[src/rtl/countdown_pkg.sv]
// Shared types for the two-digit BCD countdown timer: FSM states, digit type and digit limit.
package countdown_pkg;

  typedef enum logic [1:0] {
    IDLE   = 2'd0,
    RUN    = 2'd1,
    PAUSED = 2'd2,
    DONE   = 2'd3
  } state_t;

  typedef logic [3:0] bcd_t;

  localparam bcd_t DIGIT_MAX = 4'd9;

  // Out-of-range BCD presets saturate to the largest legal digit.
  function automatic bcd_t clampDigit(input bcd_t d);
    return (d > DIGIT_MAX) ? DIGIT_MAX : d;
  endfunction

endpackage

[src/rtl/sec_tick_gen.sv]
// Prescaler for the countdown timer: pulses tick on the last enabled cycle of every CLK_FREQ-cycle period.
module sec_tick_gen #(
  parameter int CLK_FREQ = 50000000
) (
  input  logic CLK,
  input  logic RSTn,
  input  logic clr,
  input  logic en,
  output logic tick
);

  localparam int W = (CLK_FREQ > 1) ? $clog2(CLK_FREQ) : 1;
  localparam logic [W-1:0] LAST = W'(CLK_FREQ - 1);

  logic [W-1:0] r_count;

  assign tick = en && (r_count == LAST);

  // Count only enabled cycles so a pause freezes the partial second exactly.
  always_ff @(posedge CLK or negedge RSTn) begin
    if (!RSTn) begin
      r_count <= '0;
    end else if (clr) begin
      r_count <= '0;
    end else if (en) begin
      r_count <= tick ? '0 : r_count + W'(1);
    end
  end

endmodule

[src/rtl/countdown_timer.sv]
// Two-digit BCD countdown timer with start/pause/clear control.
// Optional last-five-seconds Warn output enabled by defining COUNTDOWN_WARN_EN.
module countdown_timer
  import countdown_pkg::*;
#(
  parameter int CLK_FREQ = 50000000
) (
  input  logic       CLK,
  input  logic       RSTn,
  input  logic       Start,
  input  logic       Pause,
  input  logic       Clear,
  input  logic [3:0] TimerH_Set,
  input  logic [3:0] TimerL_Set,
  output logic [3:0] TimerH,
  output logic [3:0] TimerL,
  output logic       Running,
  output logic       Time_Up,
  output logic       Warn
);

  state_t r_state;
  bcd_t   r_timerH;
  bcd_t   r_timerL;
  logic   r_timeUp;

  state_t w_nextState;
  bcd_t   w_nextH;
  bcd_t   w_nextL;
  logic   w_nextTimeUp;
  bcd_t   w_loadH;
  bcd_t   w_loadL;
  logic   w_active;
  logic   w_tick;
  logic   w_clr;
  logic   w_en;

  assign w_loadH  = clampDigit(TimerH_Set);
  assign w_loadL  = clampDigit(TimerL_Set);
  assign w_active = (r_state == RUN) || (r_state == PAUSED);
  assign w_clr    = Clear || Start;
  assign w_en     = w_active && !Pause && !w_clr;

  sec_tick_gen #(
    .CLK_FREQ(CLK_FREQ)
  ) u_sec_tick_gen (
    .CLK (CLK),
    .RSTn(RSTn),
    .clr (w_clr),
    .en  (w_en),
    .tick(w_tick)
  );

  always_comb begin
    w_nextState  = r_state;
    w_nextH      = r_timerH;
    w_nextL      = r_timerL;
    w_nextTimeUp = 1'b0;
    if (Clear) begin
      w_nextState = IDLE;
      w_nextH     = '0;
      w_nextL     = '0;
    end else if (Start) begin
      w_nextH = w_loadH;
      w_nextL = w_loadL;
      if ((w_loadH == '0) && (w_loadL == '0)) begin
        w_nextState  = DONE;
        w_nextTimeUp = 1'b1;
      end else begin
        w_nextState = RUN;
      end
    end else if (w_active) begin
      if (Pause) begin
        w_nextState = PAUSED;
      end else begin
        w_nextState = RUN;
        // A step from 01 lands on 00 and expires in the same cycle.
        if (w_tick) begin
          if (r_timerL != '0) begin
            w_nextL = r_timerL - 4'd1;
            if ((r_timerH == '0) && (r_timerL == 4'd1)) begin
              w_nextState  = DONE;
              w_nextTimeUp = 1'b1;
            end
          end else begin
            w_nextL = DIGIT_MAX;
            w_nextH = r_timerH - 4'd1;
          end
        end
      end
    end
  end

  always_ff @(posedge CLK or negedge RSTn) begin
    if (!RSTn) begin
      r_state  <= IDLE;
      r_timerH <= '0;
      r_timerL <= '0;
      r_timeUp <= 1'b0;
    end else begin
      r_state  <= w_nextState;
      r_timerH <= w_nextH;
      r_timerL <= w_nextL;
      r_timeUp <= w_nextTimeUp;
    end
  end

  assign TimerH  = r_timerH;
  assign TimerL  = r_timerL;
  assign Running = w_active;
  assign Time_Up = r_timeUp;

`ifdef COUNTDOWN_WARN_EN
  logic r_warn;
  logic w_nextWarn;

  // Computed from next-state values so Warn changes on the same edge as the digits.
  assign w_nextWarn = ((w_nextState == RUN) || (w_nextState == PAUSED)) &&
                      (w_nextH == '0) && (w_nextL != '0) && (w_nextL <= 4'd5);

  always_ff @(posedge CLK or negedge RSTn) begin
    if (!RSTn) begin
      r_warn <= 1'b0;
    end else begin
      r_warn <= w_nextWarn;
    end
  end

  assign Warn = r_warn;
`else
  assign Warn = 1'b0;
`endif

endmodule

[config.mk]
export PLATFORM = sky130hd
export DESIGN_NAME = countdown_timer
export DESIGN_NICKNAME = d
export VERILOG_FILES = /design/src/rtl/countdown_pkg.sv /design/src/rtl/sec_tick_gen.sv /design/src/rtl/countdown_timer.sv
export SDC_FILE = /design/constraint.sdc
export NUM_CORES = 1
export LEC_CHECK = 0
export ABC_AREA = 1
export BUFFER_PORTS_ARGS = -buffer_cell sky130_fd_sc_hd__buf_2
export CORE_MARGIN = 3
export CORE_UTILIZATION = 25
export DETAILED_ROUTE_END_ITERATION = 16
export PLACE_DENSITY = 0.43
export SLEW_MARGIN = 5
export SYNTH_ARGS = -nofsm -noshare
export SYNTH_HDL_FRONTEND = slang
export SYNTH_HIERARCHICAL = 1
export SYNTH_SLANG_ARGS = --single-unit
export TNS_END_PERCENT = 10
[constraint.sdc]
create_clock -name CLK -period 2.8 [get_ports CLK]
set_input_delay 0.28 -clock CLK [delete_from_list [all_inputs] [get_ports CLK]]
set_output_delay 0.28 -clock CLK [all_outputs]
set_load 0.005 [all_outputs]
Word level (Yosys, flattened, before mapping)
Cells that the tools add are included.
- word-level logic and storage cells: 67
- flip-flop bits (word level): 37
- add/sub/neg operators: 3
- eq/ne operators: 6
- muxes and demuxes: 33
- reductions and logical operators: 18
- magnitude comparators: 2
- operators with widths (cell ; count):
    26-bit 2-to-1 mux ; 3
    4-bit 2-to-1 mux ; 14
    26-bit by 1-bit adder with 26-bit output (second input constant) ; 1
    26-bit equality test (second input constant) ; 1
    2-bit 2-to-1 mux ; 8
    4-bit zero test ; 3
    4-bit greater-than comparator (second input constant) ; 2
    1-bit 2-to-1 mux ; 8
    4-bit by 1-bit subtractor with 4-bit output (second input constant) ; 2
    3-bit nonzero test ; 2
    1-bit logical AND ; 5
    4-bit by 1-bit equality test with 1-bit output (second input constant) ; 1
    4-bit AND reduction ; 1
    4-bit nonzero test ; 1
    3-bit by 2-bit != test with 1-bit output (second input constant) ; 1
    3-bit != test (second input constant) ; 1
    3-bit AND reduction ; 1
    2-bit by 1-bit equality test with 1-bit output (second input constant) ; 1
    2-bit equality test (second input constant) ; 1
    1-bit zero test ; 2
    1-bit logical OR ; 2
    2-bit nonzero test ; 1

Depth between registers and ports, before layout
- depth after elaboration: 10
- depth in mapped cells: 13
- gate-level depth less buffers: 13

Modules after synthesis
The synthesis kept the hierarchy.
- by module, submodules not included (module ; times used ; cells each ; seq. area each (µm²) ; area each (µm²)):
    sec_tick_gen ; 1 ; 251 ; 650.6 ; 1791.7
    countdown_timer ; 1 ; 131 ; 275.3 ; 884.6

Worst setup path before layout
OpenSTA, ideal clock, no wires.
- kind: input-to-reg
- from: input Start
- to: register r_timerH[3], in the netlist TimerH[3]
- stages: 11
- arrival time: 1.973 ns
- slack: 0.763 ns
- path buffers: 0
- path through: nor2_4 > inv_1 > nor3_1 > nand3_1 > nor4_1 > inv_1 > nand2_4 > nand2_2 > nor2_8 > nand3_1 > nand2_1
- longest elaborated chain between the ends: 6
- elaborated cells between the ends (all ways): 11
- those cells by class: eq/ne: 2; mux: 2; reduce/logical: 7
- ends and longest elaborated chain (element ; line ; source):
    start: declaration ; countdown_timer.sv:10 ; input logic Start,
    1-bit logical OR ; countdown_timer.sv:41 ; assign w_clr = Clear || Start;
    net w_clr ; countdown_timer.sv:35 ; logic w_clr;
    1-bit zero test ; countdown_timer.sv:42 ; assign w_en = w_active && !Pause && !w_clr;
    1-bit logical AND ; countdown_timer.sv:42 ;
    net w_en ; countdown_timer.sv:36 ; logic w_en;
    1-bit logical AND ; sec_tick_gen.sv:17 ; assign tick = en && (r_count == LAST);
    net w_tick ; countdown_timer.sv:34 ; logic w_tick;
    3-bit nonzero test (no source line) ; -- ;
    4-bit AND reduction (no source line) ; -- ;
    end signal: assignment ; countdown_timer.sv:102 ; r_timerH <= w_nextH;
    end: declaration ; countdown_timer.sv:23 ; bcd_t r_timerH;
The timed path passes the listed nets, and every way through them passes these cells.
A chain may end at the register's enable or synchronous reset.

Final worst setup path
- from: register r_state[1]
- to: register r_timerH[0], in the netlist TimerH[0]
- longest elaborated chain between the ends: 7
- elaborated cells between the ends (all ways): 9
- those cells by class: eq/ne: 2; reduce/logical: 7
- ends and longest elaborated chain (element ; line ; source):
    start: declaration ; countdown_timer.sv:22 ; state_t r_state;
    start signal: assignment ; countdown_timer.sv:101 ; r_state <= w_nextState;
    2-bit by 1-bit equality test with 1-bit output or 2-bit equality test (tied branches) ; countdown_timer.sv:40 ; assign w_active = (r_state == RUN) || (r_state == PAUSED);
    1-bit logical OR (*) ; countdown_timer.sv:40 ;
    1-bit logical AND (*) (2 in series) ; countdown_timer.sv:42 ;
    net w_en ; countdown_timer.sv:36 ;
    1-bit logical AND (*) ; sec_tick_gen.sv:17 ;
    net w_tick ; countdown_timer.sv:34 ;
    3-bit nonzero test (no source line) (*) ; -- ;
    4-bit AND reduction (no source line) (*) ; -- ;
The timed path passes the listed nets; every way through them passes the cells marked *.

==> out/qor.yml <==
status: "finished, final reports clean"
r2r-start: "r_state[1]"
maxCapViolCount: 0
holdBufCountCts: 0
whs_ns: 0.100
critPathKind: "reg2reg"
synth-compound-area-share_pct: 5.33
antenna_found_initial: 0
final_hold_viol_count: 0
cts_setup_buffers: 0
cp_common_cell: "nand2_1"
dieWidth_um: 109
drt_iter0_drc: 95
setup-tns-final_ns: 0
skew_ns: 0.0149
crit_path_start: "r_state[1]"
drc: 0
syn_inst: 382
drt_wl_total_um: 6720
ant_nets: 0
critPathRequiredTime_ns: 3.02
worst_slew_pin_slew_ns: 0.872
start_util_pct: 25.8
post_cts_resized: 0
cts-htree-levels: 2
fmax_ghz: 0.420
slew_headroom_pct: 41.9
leakagePower_nw: 1.46
critPathMaxFanout: 6
yosys.area_share.simple_pct: 45.7
grt_pass1_wl_um: 11500
rows: 37
path_cells: "inv_1, nand2_1, nand2_1, nor3_1, nand3_1, nor4_1, inv_1, nand2_4, nand2_2, nor2_8, nand2_1, o21ai_1"
port_buffers: 22
synth_top_family_by_area: "simple AND/OR/NAND/NOR gates"
hold_class: "in2async"
vdd_drop_max_mv: 0.214
ys_ff_latch: 37
yosys.area_share.adder_pct: 1.40
powerDensity_nw_per_um2: 418
finalCritPeriodShare_pct: 85.1
hpwlAfterDp_um: 5320
drive_above_1_share_pct: 19.1
cts_tree: "built"
dieArea_um2: 12000
grt_max_degree: 38
syn_area_um2: 2680
vias: 2375
max_stage_delay_ns: 0.47
synth.mux.area_fraction_pct: 0
num-fill-cells: 1177
setup_viol_count_final: 0
numCtsBuffers: 5
wl_per_cell_um: 12.3
post-route-min-period_ns: 2.38
syn_nets: 398
synthToLayoutAreaGrowth_pct: 13.1
arrival_ns: 2.60
core_area_um2: 10400
grt_overflow_total: 0
grtUsageTotal_pct: 12.2
ys.warnings.count: 6
clock-sinks: 37
clock_path_buffers: 2
ios: 24
ys_seq_area_share_pct: 34.6
rsz0062_at_grt: "false"
drtPass1Iterations: 4
synthXorXnorAreaFrac_pct: 3.93
final_nets: 424
syn_area_per_cell_um2: 7.01
num_antenna_cells: 0
cts.clk_slew.worst_paths_ns: 0.08
routabilityCongestion: 0.861
synth_cell_types: 36
die_y_um: 109
root_buffer: "clkbuf_8"
worst_setup_path_end_kind: "register"
grt_pass1_vias: 2344
slew_violations: 0
via_per_inst: 4.36
clock_latency_ns: 0.29
start_kind: "register"
cpMaxStageDelayCell: "nor3_1"
[synthesized netlist by cell type]
library cell	n	area, um2
nor4_1	1	6.26
inv_2	2	7.51
nor2_2	17	106
nor2_4	3	33.8
o211ai_1	1	7.51
nand2_4	6	67.6
nor3_1	8	40.0
nand3_4	2	35.0
o21ai_0	5	25.0
nand3b_1	1	7.51
o21ai_1	4	20.0
nor3_2	1	10.0
nor3b_2	1	12.5
o21bai_1	1	7.51
nor2_1	49	184
nand2_1	109	409
ha_1	3	37.5
nand4_2	1	12.5
inv_4	1	6.26
dfrtp_1	37	926
or2_0	1	6.26
nand3_2	1	10.0
inv_1	50	188
a21oi_1	11	55.1
xor2_1	7	61.3
nand2_2	8	50.1
xnor2_1	5	43.8
nand3_1	27	135
nor2_8	2	40.0
conb_1	1	3.75
buf_4	2	15.0
o21bai_2	1	11.3
o21ai_2	1	8.76
a22oi_1	1	7.51
nand4_1	9	56.3
buf_6	2	22.5
[routing by layer]
| metal | share of wire (%) | up-vias | track usage [%] |
|---|---|---|---|
| met5 | 0 | - | 0 |
| met1 | 50 | 1084 | 16.8 |
| li1 | - | 1247 | - |
| met4 | 1.3 | 0 | 4.10 |
| met3 | 3.1 | 7 | 2.41 |
| met2 | 46 | 37 | 19.0 |
[logic make-up (layout without fill, tap and decap cells)]
kind of cell               Yosys count  count (layout)
adders and majority gates            3               3
buffers and inverters               57              84
AOI/OAI and AO/OA                   25              25
xor gates and xnor gates            12              12
DFF                                 37              37
other                                1               1
and+or+nand+nor                    247             247
[flip-flops by register name, summed over array words and instances (netlist names)]
register and cells:
r_state 2, Time_Up 1, TimerH 4, TimerL 4, u_sec_tick_gen/r_count 26
[path summary, 6_finish.rpt]
kind                                               to  slack, ns  cells past startpoint
hold / removal              u_sec_tick_gen/r_count[5]       0.10                      1
max in group asynchronous  u_sec_tick_gen/r_count[23]       2.15                      1
hold reg to reg            u_sec_tick_gen/r_count[22]       0.54                      2
setup reg to reg                            TimerH[0]       0.42                     12
setup / recovery                            TimerH[0]       0.42                     12
min in group CLK                            TimerL[1]       0.32                      5
[final cells by class]
class                      count  area [um2]  share of cell area [%]
tap                          136         170                    5.62
multi-input combinational    288        1510                    49.9
clock inverter                 1        5.00                   0.165
inverter                      53         201                    6.65
sequential                    37         926                    30.6
timing repair buffer          23         118                    3.88
clock buffer                   7        96.3                    3.18
[layout by cell type (no fill, tap or decap), types with 2 or more instances in the layout]
cell      count
nand2_1     109
inv_1        50
nor2_1       49
dfrtp_1      37
nand3_1      27
buf_2        22
nor2_2       17
a21oi_1      11
nand4_1       9
nor3_1        8
nand2_2       8
clkbuf_8      7
xor2_1        7
nand2_4       6
xnor2_1       5
o21ai_0       5
o21ai_1       4
nor2_4        3
ha_1          3
inv_2         2
nand3_4       2
nor2_8        2
[through the flow]
step	cells	worst slack (ns)	util, %	area [um2]	power, mW
2_1_floorplan	382	0.763	-	2680	0.771
3_3_place_gp	537	0.399	28.2	2930	0.865
3_5_place_dp	537	0.165	28.2	2930	0.865
4_1_cts	545	0.380	29.2	3030	1.30
5_1_grt	545	0.113	29.2	3030	1.36
6_report	545	0.417	29.2	3030	1.27
[report_power, final]
part | internal [mW] | leakage, nW | total, mW | switching (mW)
logic | 0.0914 | 0.900 | 0.250 | 0.159
registers | 0.565 | 0.506 | 0.599 | 0.0337
clock network | 0.223 | 0.0542 | 0.416 | 0.194
total | 0.880 | 1.46 | 1.27 | 0.386
[critical path: cells and delay by family (launching register included)]
kind / cells / cell delay (ns)
DFF: 1 / 0.38
buffers and inverters: 2 / 0.20
AOI/OAI and AO/OA: 1 / 0.06
and+or+nand+nor: 9 / 1.67
No activity file was read; power rests on OpenSTA's default activity.
